==> config.mk <==
export PLATFORM = sky130hd
export DESIGN_NAME = ins_fetcher
export DESIGN_NICKNAME = d
export VERILOG_FILES = /design/src/rtl/ins_fetcher.sv
export SDC_FILE = /design/constraint.sdc
export NUM_CORES = 1
export LEC_CHECK = 0
export BUFFER_PORTS_ARGS = -buffer_cell sky130_fd_sc_hd__buf_4
export CORE_MARGIN = 2
export CORE_UTILIZATION = 55
export CTS_BUF_LIST = sky130_fd_sc_hd__clkbuf_4 sky130_fd_sc_hd__clkbuf_8 sky130_fd_sc_hd__clkbuf_16
export CTS_CLUSTER_DIAMETER = 50
export DETAILED_ROUTE_END_ITERATION = 12
export PLACE_DENSITY = 0.8
export SLEW_MARGIN = 5
export SYNTH_ARGS = -nofsm -noshare
export SYNTH_HDL_FRONTEND = slang
export SYNTH_SLANG_ARGS = --single-unit
==> constraint.sdc <==
create_clock -name clk_in -period 6.8 [get_ports clk_in]
set_input_delay 0.34 -clock clk_in [delete_from_list [all_inputs] [get_ports clk_in]]
set_output_delay 0.34 -clock clk_in [all_outputs]
set_load 0.03 [all_outputs]
==> src/rtl/ins_fetcher.sv <==
// Instruction-fetch front end: owns the PC and a direct-mapped one-instruction-per-line
// cache, requests misses from the memory adapter and serves the decoder via valid/ready.
module ins_fetcher #(
    parameter logic [31:0] RESET_PC   = 32'h0,
    parameter int          LINES_LOG2 = 4
) (
    input  logic        clk_in,
    input  logic        rst_in,
    input  logic        rdy_in,
    input  logic        flush_pipline,
    input  logic [31:0] flush_target_pc,
    output logic        try_start_insfetch_task,
    output logic [31:0] insfetch_addr,
    input  logic        insfetch_task_done,
    input  logic [31:0] insfetch_ins_full,
    output logic        ins_valid,
    input  logic        ins_ready,
    output logic [31:0] ins_data,
    output logic [31:0] ins_pc,
    output logic        ins_is_compressed
);

    localparam int LINES = 1 << LINES_LOG2;
    localparam int TAG_W = 31 - LINES_LOG2;

    typedef enum logic {SERVE, MISS} state_t;

    state_t                state, state_next;
    logic [31:0]           pc, pc_next;
    logic                  redirect_q, redirect_next;
    logic                  fill;
    logic [LINES-1:0]      line_valid;
    logic [TAG_W-1:0]      line_tag  [LINES];
    logic [31:0]           line_data [LINES];
    logic [LINES_LOG2-1:0] index;
    logic [TAG_W-1:0]      tag;
    logic                  hit;

    // Half-word indexing: PCs differing only in bit 1 use separate lines.
    assign index = pc[LINES_LOG2:1];
    assign tag   = pc[31:LINES_LOG2+1];
    assign hit   = line_valid[index] && (line_tag[index] == tag);

    assign ins_pc            = pc;
    assign ins_data          = line_data[index];
    assign ins_is_compressed = (ins_data[1:0] != 2'b11);
    assign insfetch_addr     = pc;

    always_comb begin
        state_next              = state;
        pc_next                 = pc;
        redirect_next           = redirect_q;
        fill                    = 1'b0;
        ins_valid               = 1'b0;
        try_start_insfetch_task = 1'b0;

        // A flush that lands while a request is up keeps the request up if the new PC misses.
        case (state)
            SERVE: begin
                ins_valid               = hit;
                try_start_insfetch_task = redirect_q && !hit;
            end
            MISS: try_start_insfetch_task = 1'b1;
            default: ;
        endcase

        if (rdy_in) begin
            redirect_next = 1'b0;
            if (flush_pipline) begin
                pc_next       = {flush_target_pc[31:1], 1'b0};
                state_next    = SERVE;
                redirect_next = try_start_insfetch_task;
            end else begin
                case (state)
                    SERVE: begin
                        if (hit) begin
                            if (ins_ready)
                                pc_next = pc + (ins_is_compressed ? 32'd2 : 32'd4);
                        end else begin
                            state_next = MISS;
                        end
                    end
                    MISS: begin
                        if (insfetch_task_done) begin
                            fill       = 1'b1;
                            state_next = SERVE;
                        end
                    end
                    default: ;
                endcase
            end
        end
    end

    always_ff @(posedge clk_in) begin
        if (rst_in) begin
            state      <= SERVE;
            pc         <= RESET_PC;
            redirect_q <= 1'b0;
            line_valid <= '0;
        end else begin
            state      <= state_next;
            pc         <= pc_next;
            redirect_q <= redirect_next;
            if (fill)
                line_valid[index] <= 1'b1;
        end
    end

    always_ff @(posedge clk_in) begin
        if (!rst_in && fill) begin
            line_tag[index]  <= tag;
            line_data[index] <= insfetch_ins_full;
        end
    end

endmodule

==> run summary <==
status = finished clean
drt drc = 0
worst skew pair latency = 690 ps
Setup TNS Final = 0 ps
final WL = 107000 um
RePlAce Congestion = 0.892
xor and xnor area share after synthesis = 0.00350
# H-tree levels = 3
TritonCTS Buffers = 105
GR Util All Layers = 0.288
layout cells sized above 1 = 0.286
r2r endpoint = ins_pc[7]
TritonCTS clock tree = yes
post-CTS resize count = 0
vias in the first global route = 22500
mux contribution to synthesized area = 0.161
HP Class = input port to flip-flop
final cell count without fillers = 3317
final setup fails = 0
Synth-to-Final Area Change = 15.8%
via count = 22100
Synth area leaders = edfxtp_1 71%, mux4_2 13%, mux2i_1 2.8%, dfxtp_1 2.7%, clkbuf_1 0.68%
Hold Fails Final Rpt = 0
Final nets = 2355
clock sinks = 997
CTS Buffer Depth = 3
Port-buffer cells = 165
most frequent cells after synthesis = 944 x edfxtp_1, 229 x mux4_2, 111 x mux2i_1
total iterations of the first detailed-routing run = 8
post-layout instance area = 46400 um^2
HPWL after detailed placement = 55500 um
maximum net fanout on the critical path = 107
Post-CTS Setup Inserts = 0
Leak = 15.2 nW
RSZ-0062 raised after global routing = false
Least-Margin Pin Slew = 1300 ps
Post-Place Setup Slack = 1580 ps
DP Area = 42300 um^2
routed length per instance = 32.2 um
Cell Pwr Density = 292 nW/um^2
Post-Synth Adder-Cell Area = 0.00113
minimum clock period = 5880 ps
yosys warns = 0
Synth top area share = 0.708
Setup crit end = try_start_insfetch_task
Die Wd = 274 um
complex-gate fraction of the synthesized area = 0.0365
critical path data arrival time = 5540 ps
Max-Cap Viols = 0
# IOs = 169
leading area contributor after synthesis = edfxtp_1
# fillers = 4604
Tot Pwr = 0.0135 W
starting density of the core = 0.558
post-synthesis cell type count = 77
global-route wire length before repair = 154000 um
CP Launch Type = flip-flop
r2r setup slk = 1400 ps
Setup crit end kind = primary output
Most used DFF post-synth = edfxtp_1
clk slew on worst S/H paths = 60 ps
post-route setup slack = 916 ps
DIE AREA = 75000 um^2
CP Data Required Time = 6460 ps
number of synthesized flops with an enable pin = 944
Tcrit/Tclk final = 0.865
Post-Syn Instances = 2050
grt ovf = 0
peak supply drop = 0.324 mV
antenna-violating nets left = 0
Clock Skews = 52.2 ps
Die Ht = 274 um
vias per cell = 6.66
largest family of logic cells by synthesized area = multiplexers
dpl cells = 3078
Mean Syn Cell Area = 19.5 um^2
synthesis-stage register bit count = 997
Post-Synth Simple-Gate Area = 0.0412
fmax = 170 MHz
initial antenna violation count = 0
count leader, synth = edfxtp_1
asr flop ratio synth = 0
cells on worst reg2reg path = 9
Cell Area, Synth = 40000 um^2
pin count of the biggest net entering global routing = 108
area of the core = 71700 um^2
row count = 98
max_slew headroom = 0.130
root buf cell = clkbuf_16
ant diodes = 0
sequential share of the synthesized area = 0.735
Pins Over Slew Limit = 0
Post-CTS Hold Buffers = 47
Setup CP Type = flip-flop to primary output
1st-iter DRT viols = 2992
## how the worst min path moves through the flow
stage | from | endpoint | slack, ps | depth (start not counted)
4_1_cts | flush_target_pc[15] | ins_pc[15] | 10 | 3
5_1_grt | rdy_in | redirect_q | 40 | 2
6_report | flush_target_pc[28] | ins_pc[28] | 40 | 3
3_3_place_gp | line_valid[10] | line_valid[10] | 430 | 1
3_5_place_dp | line_valid[14] | line_valid[14] | 440 | 1
2_1_floorplan | line_valid[10] | line_valid[10] | 420 | 1
## layout by cell type, fill, tap and decap left out, drive strengths merged, types with 7 or more instances in the layout
cell	Yosys	layout
and3	16	16
xor2	8	8
nor2	44	44
or4	18	18
nand3	40	40
xnor2	8	8
o21ai	18	18
a22o	9	9
a31oi	12	12
a211oi	13	13
clkinvlp	0	8
a221oi	8	8
nand4	20	20
buf	76	226
or3	13	13
a21oi	23	23
bufinv	0	12
o211ai	20	20
nor4	7	7
nor3	18	18
nor2b	9	9
a21o	18	18
edfxtp	944	944
a22oi	29	29
nand2	73	73
dfxtp	53	53
mux2i	112	112
inv	21	26
clkbuf	73	126
and2	10	10
mux4	230	230
clkinv	1	42
dlygate4sd3	0	47
mux2	12	12
nand2b	13	13
## registers in the layout, summed over array words and instances (netlist names), named ones only
name and flops:
line_data 512, line_tag 432, ins_pc 31, line_valid 16
redirect_q 1, state 1
## per-layer routing
layer,share of wire,global-route usage,up-vias
met1,0.36,0.386,11400
met3,0.11,0.0659,239
met2,0.50,0.470,1525
met5,0,0,-
li1,-,-,8950
met4,0.032,0.0988,0
## power breakdown
group	internal (W)	switching (W)
registers	0.00672	0.0000612
logic	0.000375	0.000522
clock network	0.00342	0.00242
total	0.0105	0.00300
## final cells by class
class / instances / area (um^2) / area share
flip-flops and latches: 997 / 29400 / 0.635
clock inverters: 66 / 786 / 0.0169
clock buffers: 126 / 2800 / 0.0603
repair buffers: 273 / 2220 / 0.0478
multi-input cells: 883 / 9870 / 0.213
inverters: 22 / 83.8 / 0.00181
well taps: 950 / 1190 / 0.0256
## cells by family after synthesis
| kind of cell | after synthesis |
|---|---|
| xor+xnor | 16 |
| buf+inv | 171 |
| flops | 997 |
| compound gates | 200 |
| simple gates | 308 |
| mux | 354 |
| fa+ha+maj | 3 |
| other cells | 1 |
## worst max-delay path, cell delays in order (launching register included)
cell and delay [ps]:
dfxtp_4 770, buf_12 560, mux4_2 620, mux2i_1 300, or3_1 220, a21bo_2 230, or4_1 480, nor4_1 590
nand2_1 230, nor2_1 310, nor2_1 80, buf_4 180
## stage by stage
| step | util | hold slack [ps] |
|---|---|---|
| 6_report | 0.646 | 40.4 |
| 5_1_grt | 0.646 | 42.8 |
| 4_1_cts | 0.646 | 11.8 |
| 3_5_place_dp | 0.590 | 439 |
| 3_3_place_gp | 0.590 | 427 |
| 2_1_floorplan | - | 421 |
(Power assumes the default switching activity.)
